--- src/rtl/riscv_pkg.sv ---
// Shared RISC-V decode definitions: opcodes, ALU/result-select encodings,
// immediate formats and the 32-bit immediate builder.
package riscv_pkg;

    localparam logic [6:0] OP_LOAD   = 7'b0000011;
    localparam logic [6:0] OP_STORE  = 7'b0100011;
    localparam logic [6:0] OP_RTYPE  = 7'b0110011;
    localparam logic [6:0] OP_IALU   = 7'b0010011;
    localparam logic [6:0] OP_BRANCH = 7'b1100011;
    localparam logic [6:0] OP_JAL    = 7'b1101111;
    localparam logic [6:0] OP_LUI    = 7'b0110111;

    localparam logic [2:0] ALU_ADD = 3'b000;
    localparam logic [2:0] ALU_SUB = 3'b001;
    localparam logic [2:0] ALU_AND = 3'b010;
    localparam logic [2:0] ALU_OR  = 3'b011;
    localparam logic [2:0] ALU_SLT = 3'b101;

    localparam logic [1:0] RES_ALU = 2'b00;
    localparam logic [1:0] RES_MEM = 2'b01;
    localparam logic [1:0] RES_PC4 = 2'b10;

    typedef enum logic [2:0] {IMM_I, IMM_S, IMM_B, IMM_J, IMM_U} imm_fmt_e;

    typedef struct packed {
        logic       reg_write;
        logic       mem_write;
        logic       branch;
        logic       jump;
        logic       alu_src;
        logic [1:0] result_src;
        logic [2:0] alu_control;
        logic       illegal;
    } ctrl_t;

    // Sign-extended 32-bit immediate; the caller widens it to XLEN.
    function automatic logic [31:0] imm32(input logic [31:0] instr, input imm_fmt_e fmt);
        case (fmt)
            IMM_I:   imm32 = {{20{instr[31]}}, instr[31:20]};
            IMM_S:   imm32 = {{20{instr[31]}}, instr[31:25], instr[11:7]};
            IMM_B:   imm32 = {{20{instr[31]}}, instr[7], instr[30:25], instr[11:8], 1'b0};
            IMM_J:   imm32 = {{12{instr[31]}}, instr[19:12], instr[20], instr[30:21], 1'b0};
            IMM_U:   imm32 = {instr[31:12], 12'b0};
            default: imm32 = 32'b0;
        endcase
    endfunction

    function automatic logic [2:0] alu_from_funct3(input logic [2:0] funct3, input logic sub);
        case (funct3)
            3'b000:  alu_from_funct3 = sub ? ALU_SUB : ALU_ADD;
            3'b010:  alu_from_funct3 = ALU_SLT;
            3'b110:  alu_from_funct3 = ALU_OR;
            3'b111:  alu_from_funct3 = ALU_AND;
            default: alu_from_funct3 = ALU_ADD;
        endcase
    endfunction

    function automatic logic funct3_alu_ok(input logic [2:0] funct3);
        funct3_alu_ok = (funct3 == 3'b000) || (funct3 == 3'b010) ||
                        (funct3 == 3'b110) || (funct3 == 3'b111);
    endfunction

endpackage

--- src/rtl/regfile_bypass.sv ---
// NREGS x XLEN register file, x0 hardwired to zero, two async read ports
// with optional same-cycle write-to-read bypass.
module regfile_bypass #(
    parameter int XLEN      = 32,
    parameter int NREGS     = 32,
    parameter int RF_BYPASS = 1
) (
    input  logic            clk,
    input  logic            rst,
    input  logic            we,
    input  logic [4:0]      wa,
    input  logic [XLEN-1:0] wd,
    input  logic [4:0]      ra1,
    input  logic [4:0]      ra2,
    output logic [XLEN-1:0] rd1,
    output logic [XLEN-1:0] rd2
);
    localparam int         AW      = $clog2(NREGS);
    localparam logic [5:0] NREGS_L = 6'(NREGS);

    logic [XLEN-1:0] regs_r [NREGS];
    logic            wr_en_s;

    // Effective write enable: x0 and out-of-range indices are dropped.
    always_comb begin
        wr_en_s = we && (wa != 5'd0) && ({1'b0, wa} < NREGS_L);
    end

    // Storage update; reset clears every entry.
    always_ff @(posedge clk or negedge rst) begin
        if (!rst) begin
            for (int i = 0; i < NREGS; i++) begin
                regs_r[i] <= '0;
            end
        end else if (wr_en_s) begin
            regs_r[wa[AW-1:0]] <= wd;
        end
    end

    // Read port 1.
    always_comb begin
        rd1 = '0;
        if ((ra1 == 5'd0) || ({1'b0, ra1} >= NREGS_L)) begin
            rd1 = '0;
        end else if ((RF_BYPASS != 0) && wr_en_s && (wa == ra1)) begin
            rd1 = wd;
        end else begin
            rd1 = regs_r[ra1[AW-1:0]];
        end
    end

    // Read port 2.
    always_comb begin
        rd2 = '0;
        if ((ra2 == 5'd0) || ({1'b0, ra2} >= NREGS_L)) begin
            rd2 = '0;
        end else if ((RF_BYPASS != 0) && wr_en_s && (wa == ra2)) begin
            rd2 = wd;
        end else begin
            rd2 = regs_r[ra2[AW-1:0]];
        end
    end

endmodule

--- src/rtl/decode_stage_hz.sv ---
// RISC-V decode stage: control decode, register read, immediate extension
// and the ID/EX pipeline register with flush/stall/bubble handling.
module decode_stage_hz #(
    parameter int XLEN      = 32,
    parameter int NREGS     = 32,
    parameter int RF_BYPASS = 1
) (
    input  logic            clk,
    input  logic            rst,
    input  logic [31:0]     InstrD,
    input  logic [XLEN-1:0] PCD,
    input  logic [XLEN-1:0] PCPlus4D,
    input  logic            ValidD,
    input  logic            StallE,
    input  logic            FlushE,
    input  logic            RegWriteW,
    input  logic [4:0]      RDW,
    input  logic [XLEN-1:0] ResultW,
    output logic            RegWriteE,
    output logic            MemWriteE,
    output logic            BranchE,
    output logic            JumpE,
    output logic            ALUSrcE,
    output logic [1:0]      ResultSrcE,
    output logic [2:0]      ALUControlE,
    output logic [XLEN-1:0] RD1_E,
    output logic [XLEN-1:0] RD2_E,
    output logic [XLEN-1:0] Imm_Ext_E,
    output logic [XLEN-1:0] PCE,
    output logic [XLEN-1:0] PCPlus4E,
    output logic [4:0]      RS1_E,
    output logic [4:0]      RS2_E,
    output logic [4:0]      RD_E,
    output logic            ValidE,
    output logic            IllegalE
);
    import riscv_pkg::*;

    localparam logic [5:0] NREGS_L = 6'(NREGS);

    typedef struct packed {
        ctrl_t           ctrl;
        logic            valid;
        logic [XLEN-1:0] rd1;
        logic [XLEN-1:0] rd2;
        logic [XLEN-1:0] imm;
        logic [XLEN-1:0] pc;
        logic [XLEN-1:0] pc4;
        logic [4:0]      rs1;
        logic [4:0]      rs2;
        logic [4:0]      rd;
    } idex_t;

    logic [6:0]      opcode_s;
    logic [2:0]      funct3_s;
    logic [6:0]      funct7_s;
    logic [4:0]      rs1_s, rs2_s, rd_s;
    ctrl_t           ctrl_s, dec_ctrl_s;
    imm_fmt_e        fmt_s;
    logic            use_rs1_s, use_rs2_s, use_rd_s, lui_s, enc_ok_s, idx_ok_s;
    logic [XLEN-1:0] rf_rd1_s, rf_rd2_s, imm_s;
    idex_t           idex_next_s, idex_r;

    assign opcode_s = InstrD[6:0];
    assign rd_s     = InstrD[11:7];
    assign funct3_s = InstrD[14:12];
    assign rs1_s    = InstrD[19:15];
    assign rs2_s    = InstrD[24:20];
    assign funct7_s = InstrD[31:25];

    regfile_bypass #(
        .XLEN      (XLEN),
        .NREGS     (NREGS),
        .RF_BYPASS (RF_BYPASS)
    ) u_rf (
        .clk (clk),
        .rst (rst),
        .we  (RegWriteW),
        .wa  (RDW),
        .wd  (ResultW),
        .ra1 (rs1_s),
        .ra2 (rs2_s),
        .rd1 (rf_rd1_s),
        .rd2 (rf_rd2_s)
    );

    // Opcode/funct decode into raw controls plus which register fields are referenced.
    always_comb begin
        ctrl_s    = '0;
        fmt_s     = IMM_I;
        use_rs1_s = 1'b0;
        use_rs2_s = 1'b0;
        use_rd_s  = 1'b0;
        lui_s     = 1'b0;
        enc_ok_s  = 1'b0;
        case (opcode_s)
            OP_LOAD: begin
                enc_ok_s          = (funct3_s == 3'b010);
                ctrl_s.reg_write  = 1'b1;
                ctrl_s.alu_src    = 1'b1;
                ctrl_s.result_src = RES_MEM;
                use_rs1_s         = 1'b1;
                use_rd_s          = 1'b1;
            end
            OP_STORE: begin
                enc_ok_s         = (funct3_s == 3'b010);
                ctrl_s.mem_write = 1'b1;
                ctrl_s.alu_src   = 1'b1;
                fmt_s            = IMM_S;
                use_rs1_s        = 1'b1;
                use_rs2_s        = 1'b1;
            end
            OP_RTYPE: begin
                enc_ok_s           = ((funct7_s == 7'b0000000) && funct3_alu_ok(funct3_s)) ||
                                     ((funct7_s == 7'b0100000) && (funct3_s == 3'b000));
                ctrl_s.reg_write   = 1'b1;
                ctrl_s.alu_control = alu_from_funct3(funct3_s, funct7_s[5]);
                use_rs1_s          = 1'b1;
                use_rs2_s          = 1'b1;
                use_rd_s           = 1'b1;
            end
            OP_IALU: begin
                enc_ok_s           = funct3_alu_ok(funct3_s);
                ctrl_s.reg_write   = 1'b1;
                ctrl_s.alu_src     = 1'b1;
                ctrl_s.alu_control = alu_from_funct3(funct3_s, 1'b0);
                use_rs1_s          = 1'b1;
                use_rd_s           = 1'b1;
            end
            OP_BRANCH: begin
                enc_ok_s           = (funct3_s == 3'b000);
                ctrl_s.branch      = 1'b1;
                ctrl_s.alu_control = ALU_SUB;
                fmt_s              = IMM_B;
                use_rs1_s          = 1'b1;
                use_rs2_s          = 1'b1;
            end
            OP_JAL: begin
                enc_ok_s          = 1'b1;
                ctrl_s.reg_write  = 1'b1;
                ctrl_s.jump       = 1'b1;
                ctrl_s.result_src = RES_PC4;
                fmt_s             = IMM_J;
                use_rd_s          = 1'b1;
            end
            OP_LUI: begin
                enc_ok_s         = 1'b1;
                ctrl_s.reg_write = 1'b1;
                ctrl_s.alu_src   = 1'b1;
                fmt_s            = IMM_U;
                lui_s            = 1'b1;
                use_rd_s         = 1'b1;
            end
            default: begin
                enc_ok_s = 1'b0;
            end
        endcase
    end

    // Legality: bad encodings or referenced indices beyond NREGS squash every control.
    always_comb begin
        idx_ok_s = !((use_rs1_s && ({1'b0, rs1_s} >= NREGS_L)) ||
                     (use_rs2_s && ({1'b0, rs2_s} >= NREGS_L)) ||
                     (use_rd_s  && ({1'b0, rd_s}  >= NREGS_L)));
        if (enc_ok_s && idx_ok_s) begin
            dec_ctrl_s = ctrl_s;
        end else begin
            dec_ctrl_s         = '0;
            dec_ctrl_s.illegal = 1'b1;
        end
    end

    assign imm_s = XLEN'($signed(imm32(InstrD, fmt_s)));

    // Next ID/EX contents; ValidD=0 loads an all-zero bubble.
    always_comb begin
        idex_next_s = '0;
        if (ValidD) begin
            idex_next_s.ctrl  = dec_ctrl_s;
            idex_next_s.valid = 1'b1;
            idex_next_s.rd1   = lui_s ? '0 : rf_rd1_s;
            idex_next_s.rd2   = rf_rd2_s;
            idex_next_s.imm   = imm_s;
            idex_next_s.pc    = PCD;
            idex_next_s.pc4   = PCPlus4D;
            idex_next_s.rs1   = rs1_s;
            idex_next_s.rs2   = rs2_s;
            idex_next_s.rd    = rd_s;
        end else begin
            idex_next_s = '0;
        end
    end

    // ID/EX register: flush beats stall, stall holds.
    always_ff @(posedge clk or negedge rst) begin
        if (!rst) begin
            idex_r <= '0;
        end else if (FlushE) begin
            idex_r <= '0;
        end else if (!StallE) begin
            idex_r <= idex_next_s;
        end
    end

    assign RegWriteE   = idex_r.ctrl.reg_write;
    assign MemWriteE   = idex_r.ctrl.mem_write;
    assign BranchE     = idex_r.ctrl.branch;
    assign JumpE       = idex_r.ctrl.jump;
    assign ALUSrcE     = idex_r.ctrl.alu_src;
    assign ResultSrcE  = idex_r.ctrl.result_src;
    assign ALUControlE = idex_r.ctrl.alu_control;
    assign IllegalE    = idex_r.ctrl.illegal;
    assign ValidE      = idex_r.valid;
    assign RD1_E       = idex_r.rd1;
    assign RD2_E       = idex_r.rd2;
    assign Imm_Ext_E   = idex_r.imm;
    assign PCE         = idex_r.pc;
    assign PCPlus4E    = idex_r.pc4;
    assign RS1_E       = idex_r.rs1;
    assign RS2_E       = idex_r.rs2;
    assign RD_E        = idex_r.rd;

endmodule

--- config.mk ---
export PLATFORM = sky130hd
export DESIGN_NAME = decode_stage_hz
export DESIGN_NICKNAME = d
export VERILOG_FILES = /design/src/rtl/riscv_pkg.sv /design/src/rtl/regfile_bypass.sv /design/src/rtl/decode_stage_hz.sv
export SDC_FILE = /design/constraint.sdc
export NUM_CORES = 2
export LEC_CHECK = 0
export ABC_AREA = 1
export ABC_CLOCK_PERIOD_IN_PS = 1350
export BUFFER_PORTS_ARGS = -buffer_cell sky130_fd_sc_hd__buf_2
export CELL_PAD_IN_SITES_DETAIL_PLACEMENT = 0
export CELL_PAD_IN_SITES_GLOBAL_PLACEMENT = 1
export CORE_ASPECT_RATIO = 1.1
export CORE_MARGIN = 5
export CORE_UTILIZATION = 40
export CTS_CLUSTER_DIAMETER = 50
export DETAILED_ROUTE_END_ITERATION = 8
export PLACE_DENSITY = 0.71
export SYNTH_ARGS = -nofsm -noshare
export SYNTH_HDL_FRONTEND = slang
export SYNTH_SLANG_ARGS = --single-unit
--- constraint.sdc ---
create_clock -name clk -period 1.35 [get_ports clk]
set_clock_uncertainty 0.15 [all_clocks]
set_input_delay 0.135 -clock clk [delete_from_list [all_inputs] [get_ports clk]]
set_output_delay 0.135 -clock clk [all_outputs]
set_load 0.05 [all_outputs]
; ---- Word-level counts from Yosys, hierarchy flattened
; Index checks and enable logic that the tools add are counted.
[totals]
out_inout_bits = 187
wordCells = 126
latchBits = 0
mem_count = 0
rom_bits = 0
reg_bits = 1211
ram_bits = 0
input_bits = 139
[op_classes]
reduce_logical = 20
mux = 32
eq_ne = 18
n_lt_le_gt_ge = 4
shifts = 0
mul = 0
n_bitwise = 3
n_addsub = 0
n_div = 0
[ops]
columns = operator, count
row1 = $bwmux W1024, 1
row2 = $mux W187, 3
row3 = $bmux W32 S5, 2
row4 = $mux W32, 10
row5 = $demux W32 S5, 1
row6 = $pmux W32 S5, 1
row7 = $eq A7 B6 Y1 const B, 4
row8 = $pmux W3 S4, 2
row9 = $ge A6 B6 Y1 const B, 3
row10 = $not A5 Y6, 3
row11 = $pmux W3 S3, 2
row12 = $eq A7 B7 Y1 const B, 2
row13 = $mux W11, 1
row14 = $eq A5 B5 Y1, 2
row15 = $logic_not A5 Y1, 2
row16 = $eq A3 B2 Y1 const B, 3
row17 = $eq A3 B3 Y1 const B, 3
row18 = $eq A7 B2 Y1 const B, 1
row19 = $eq A7 B5 Y1 const B, 1
row20 = $logic_not A7 Y1, 1
row21 = $mux W1, 7
row22 = $logic_and A1 B1 Y1, 6
row23 = $logic_not A3 Y1, 2
row24 = $lt A6 B1 Y1 const B, 1
row25 = other kinds (9), 13

; ---- Depth between registers and ports, before layout
[depth]
word_depth = 11
ltp_mapped = 15
ltp_nobuf = 12

; ---- Cells and area by module
; From an unflattened synthesis, not the netlist that was laid out.
[hier_totals]
cells_unflattened = 9099
area_unflattened_um2 = 65824.4
[by_module_without_submodules]
columns = module, cells_per_inst, n_inst, area_each_um2, seq_area_each_um2
row1 = regfile_bypass, 8495, 1, 58564.9, 25624.6
row2 = decode_stage_hz, 604, 1, 7259.5, 4679.5

; ---- Least setup slack after synthesis
; OpenSTA, ideal clock, no wires.
[synth_path]
path_kind = in2reg
from = input RDW[4]
to = register idex_r (netlist bit RD2_E[12])
setup_ps = 118
required_time_ps = 1082
stages = 11
n_path_buf = 3
arrival_time_ps = 1467
path_slack_ps = -385
path_cell_list = buf_4 > nor3_4 > nand2_1 > nand2_2 > inv_2 > nand2_1 > buf_2 > buf_4 > nand2_1 > nand2_1 > nand2_1
[synth_between]
elab_chain_cells = 8
word_cells_on_any_way = 9
cone_classes = eq/ne (1) / mux (5) / reduce/logical (3)
[synth_rtl]
columns = item, line_no
row1 = from (decl), decode_stage_hz.sv:17  ; input logic [4:0] RDW,
row2 = $reduce_bool A5 Y1, regfile_bypass.sv:26  ; wr_en_s = we && (wa != 5'd0) && ({1'b0, wa} < NREGS_L);
row3 = $logic_and A1 B1 Y1, regfile_bypass.sv:26
row4 = $logic_and A1 B1 Y1 (*), regfile_bypass.sv:57  ; end else if ((RF_BYPASS != 0) && wr_en_s && (wa == ra2)) begin
row5 = $mux W32 (*), regfile_bypass.sv:57
row6 = $mux W32 (*), regfile_bypass.sv:55  ; if ((ra2 == 5'd0) || ({1'b0, ra2} >= NREGS_L)) begin
row7 = $mux W187 (*), decode_stage_hz.sv:178  ; if (ValidD) begin
row8 = $mux W187 (*), decode_stage_hz.sv:200  ; end else if (!StallE) begin
row9 = $mux W187 (*), decode_stage_hz.sv:198  ; end else if (FlushE) begin
row10 = to (signal assigned), decode_stage_hz.sv:201  ; idex_r <= idex_next_s;
row11 = to (decl), decode_stage_hz.sv:62  ; idex_t idex_next_s, idex_r;
; Mark *: on every way between the ends. The rest lies on a longest branch, timed or not. The select of a mux whose other input is x is not followed.
; A chain may end at the register's enable or synchronous reset.

; ---- Final worst setup path
[layout_path]
from = register idex_r (netlist bit RD2_E[30])
to = output RD2_E[30]
[layout_rtl]
columns = item, line_no
row1 = to (decl), decode_stage_hz.sv:27  ; output logic [XLEN-1:0] RD2_E,
; No word-level cell between the ends.

==> metrics.txt <==
# TYPE chip_impl_metric gauge
chip_impl_metric{name="power_share_of_the_clock_group",unit=""} 0.380
chip_impl_info{name="tritoncts",value="yes"} 1
chip_impl_metric{name="die_width",unit="um"} 393
chip_impl_metric{name="finish.net_count",unit=""} 9795
chip_impl_metric{name="detailroute.via_count",unit=""} 67300
chip_impl_metric{name="asyncSetResetFlopFracSynth",unit=""} 1.00
chip_impl_metric{name="finalSetupViolCount",unit=""} 296
chip_impl_info{name="category_of_cells_accounting_for_the_largest_share_of_critical_path_delay",value="flip-flops"} 1
chip_impl_metric{name="slew_viol_final",unit=""} 0
chip_impl_metric{name="yosys.cell_types.count",unit=""} 35
chip_impl_metric{name="detail_route.first_pass.iterations",unit=""} 6
chip_impl_metric{name="starting_drc_count_in_detailed_routing",unit=""} 7479
chip_impl_metric{name="internal-power",unit="mW"} 79.5
chip_impl_metric{name="core_region_area",unit="sq um"} 160000
chip_impl_info{name="path_class",value="register to primary output"} 1
chip_impl_metric{name="mappedNetlistNets",unit=""} 8778
chip_impl_metric{name="clock_tree.htree_level_count",unit=""} 4
chip_impl_metric{name="drive_above_1_share",unit=""} 0.231
chip_impl_metric{name="hold_viol",unit=""} 52
chip_impl_info{name="cp_cell_sequence",value="buf_12 -> buf_12"} 1
chip_impl_metric{name="cts_made_buffers",unit=""} 158
chip_impl_metric{name="mean_syn_cell_area",unit="sq um"} 7.45
chip_impl_info{name="timing.critical_path.to_type",value="primary output"} 1
chip_impl_info{name="cp_slowest_cell",value="dfrtp_1"} 1
chip_impl_metric{name="finalCritPeriodShare",unit=""} 1.33
chip_impl_info{name="min-delay-path-class",value="input pin to register"} 1
chip_impl_metric{name="antenna_left",unit=""} 0
chip_impl_metric{name="grt_antenna_before_repair",unit=""} 7
chip_impl_metric{name="finalInstanceArea",unit="sq um"} 88200
chip_impl_metric{name="ys_seq_area_frac",unit=""} 0.471
chip_impl_metric{name="use_met3",unit=""} 0.0628
chip_impl_metric{name="finalCoreUtilization",unit=""} 0.551
chip_impl_info{name="synthFlopType",value="dfrtp_1"} 1
chip_impl_info{name="rsz0062_at_grt",value="yes"} 1
chip_impl_metric{name="fillCellCount",unit=""} 14700
chip_impl_info{name="top_usage_layer",value="met2"} 1
chip_impl_metric{name="comb_power_share",unit=""} 0.223
chip_impl_metric{name="finalWorstSetupSlack",unit="ps"} -450
chip_impl_metric{name="cp.required",unit="ps"} 1070
chip_impl_metric{name="pin_count_of_the_biggest_net_entering_global_routing",unit=""} 97
chip_impl_metric{name="peakVddDrop",unit="uV"} 1410
chip_impl_metric{name="area_growth_syn_to_layout",unit="%"} 37.0
chip_impl_metric{name="grtUsageMet2",unit=""} 0.519
chip_impl_metric{name="clk-insertion-delay-late",unit="ps"} 820
chip_impl_metric{name="synth.ff_latch_count",unit=""} 1211
chip_impl_metric{name="proportion_of_total_power_due_to_net_switching",unit=""} 0.317
chip_impl_metric{name="cts.reportedPaths.clkPinSlew",unit="ps"} 60
chip_impl_metric{name="initial_core_util",unit=""} 0.402
chip_impl_info{name="outcome",value="complete, but fails checks"} 1
chip_impl_metric{name="cap_violations",unit=""} 0
chip_impl_metric{name="number_of_buffers_on_the_longest_clock_path",unit=""} 3
chip_impl_metric{name="whs",unit="ps"} -195
chip_impl_metric{name="worst_pin_slew",unit="ps"} 1030
chip_impl_metric{name="via_per_instance_ratio",unit=""} 5.66
chip_impl_metric{name="synthCells",unit=""} 8639
chip_impl_metric{name="grt.total_usage",unit=""} 0.333
chip_impl_metric{name="critical_path_peak_fanout",unit=""} 2
chip_impl_metric{name="clock_sinks",unit=""} 1211
chip_impl_metric{name="p_per_area",unit="nW/um^2"} 1320
chip_impl_metric{name="mappedNetlistArea",unit="sq um"} 64400
chip_impl_metric{name="detailedPlacementHpwl",unit="um"} 184000
chip_impl_metric{name="boundaryPins",unit=""} 326
chip_impl_metric{name="gp_congestion",unit=""} 0.926
chip_impl_metric{name="final_period_minus_worst_setup_slack",unit="ps"} 1800
chip_impl_metric{name="power.leakage",unit="nW"} 42.5
chip_impl_metric{name="die_area",unit="sq um"} 169000
chip_impl_info{name="clk_root_buffer_cell",value="clkbuf_16"} 1
chip_impl_metric{name="groute.layer.met1.usage",unit=""} 0.448
chip_impl_info{name="layout.cells.most_common",value="nand2_1"} 1
chip_impl_metric{name="netSwitchingPower",unit="mW"} 36.9
chip_impl_metric{name="place.port_buffers",unit=""} 325
chip_impl_info{name="final_cell_mix",value="2,223 x nand2_1, 1,191 x dfrtp_1, 1,005 x o21ai_0"} 1
chip_impl_info{name="violated_checks",value="negative hold slack, negative setup slack"} 1
chip_impl_metric{name="grt_first_pass_wirelength",unit="um"} 424000
chip_impl_metric{name="critical_path.n_buffers_inverters",unit=""} 2
chip_impl_metric{name="die_height",unit="um"} 431
chip_impl_metric{name="relative_contribution_of_sequential_cells_to_total_power",unit=""} 0.397
chip_impl_metric{name="dpl_cell_area",unit="sq um"} 76100
chip_impl_metric{name="critical_path_arrival",unit="ps"} 1510
chip_impl_metric{name="drc",unit=""} 0
chip_impl_metric{name="grt_pass1_vias",unit=""} 63600
chip_impl_metric{name="wire_per_inst",unit="um"} 24.5
chip_impl_info{name="timing.critical_path.mode_cell",value="buf_12"} 1
chip_impl_metric{name="ys.warnings.count",unit=""} 0
chip_impl_metric{name="num_rows",unit=""} 154
chip_impl_metric{name="achievable-frequency",unit="GHz"} 0.556
chip_impl_metric{name="critical_path.max_stage_delay",unit="ps"} 400
chip_impl_metric{name="synth_enable_flop_cells",unit=""} 0
chip_impl_metric{name="grt.overflow.total",unit=""} 0
chip_impl_metric{name="postRouteWirelength",unit="um"} 291000
chip_impl_info{name="startpoint_type",value="register"} 1
chip_impl_metric{name="max-slew-margin-rel",unit=""} 0.310
routing by layer:
metal / vias up / wire [um]
met5: - / 51
met2: 3128 / 130000
met4: 6 / 16000
li1: 30800 / -
met3: 747 / 25200
met1: 32600 / 120000
per-stage QoR:
step	setup TNS [ps]	power [mW]	worst slack [ps]	std cells
6_report	-79810	116	-450	11900
5_1_grt	-94610	122	-488	11900
4_1_cts	-174360	116	-505	11800
3_5_place_dp	-749280	69.5	-934	11200
3_3_place_gp	-709960	69.0	-912	11200
2_1_floorplan	-246260	59.2	-291	8639
power groups by stage:
stage          combinational, mW  sequential, mW  clock, mW
3_3_place_gp                22.6            46.3          0
3_5_place_dp                23.1            46.4          0
6_report                    26.0            46.2       44.2
2_1_floorplan               13.0            46.2          0
4_1_cts                     24.9            46.0       44.9
5_1_grt                     28.7            46.9       46.4
what timing repair did:
action | in CTS | in global routing
hold buffers | 221 | 11
buffers inserted | 90 | 110
endpoints found under the setup margin | 279 | 773
pin swaps | 291 | 307
gates resized for setup | 777 | 283
cloned | 0 | 3
endpoints found under the hold margin | 2390 | 99
state kept, by name, indices dropped and copies added, names as in the netlist, 32 cells and up:
name	cells
u_rf.regs_r	1024
PCE	32
RD1_E	32
PCPlus4E	32
RD2_E	32
Imm_Ext_E	32
cell families (layout without fill, tap and decap cells):
logic type,Yosys count,count (layout),share of synthesized area
buffers and inverters,1458,2605,0.0906
DFF,1211,1211,0.471
AOI/OAI and AO/OA,2518,2518,0.218
other,0,3,0
xor gates and xnor gates,6,6,0.000816
muxes,3,3,0.000466
and+or+nand+nor,3443,3443,0.220
synth_stat cells (30+ instances only):
library cell | instances | area [sq um]
nand3_1 | 747 | 3740
nand2_1 | 2339 | 8780
o21ai_1 | 32 | 160
o21ai_0 | 1582 | 7920
a21oi_1 | 375 | 1880
clkbuf_1 | 490 | 1840
buf_1 | 65 | 244
nand2_2 | 30 | 188
nor2_1 | 256 | 961
inv_1 | 653 | 2450
o211ai_1 | 420 | 3150
a22o_1 | 76 | 666
dfrtp_1 | 1211 | 30300
buf_2 | 217 | 1090
final cells by class:
type	count	area, sq um	share of cell area
flip-flops and latches	1211	30300	0.344
multi-input cells	5970	30100	0.341
repair buffers	1652	17200	0.195
clock buffers	198	4350	0.0493
well taps	2106	2640	0.0299
inverters	663	2530	0.0287
clock inverters	92	1090	0.0124
diodes	3	7.51	0.0000851
worst reg2reg max path, delay by kind of cell, from the launching register on:
kind,cells,cell delay (ps)
and+or+nand+nor,10,820
buffers and inverters,1,60
AOI/OAI and AO/OA,1,90
DFF,1,380
worst paths after layout:
path,start,slack (ps),cells after the start,end
setup / recovery,RD2_E[30]$_DFFE_PN0P_,-450,2,RD2_E[30]
hold / removal,InstrD[3],-200,7,ALUControlE[1]$_DFFE_PN0P_
setup reg to reg,u_rf.regs_r[892]$_DFFE_PN0P_,-260,12,RD1_E[28]$_DFFE_PN0P_
hold reg to reg,u_rf.regs_r[1000]$_DFFE_PN0P_,250,0,u_rf.regs_r[1000]$_DFFE_PN0P_
max in group asynchronous,rst,-50,4,PCE[15]$_DFFE_PN0P_
min in group asynchronous,rst,-10,4,PCE[31]$_DFFE_PN0P_
Note: power is estimated with default switching activity, not from simulation.
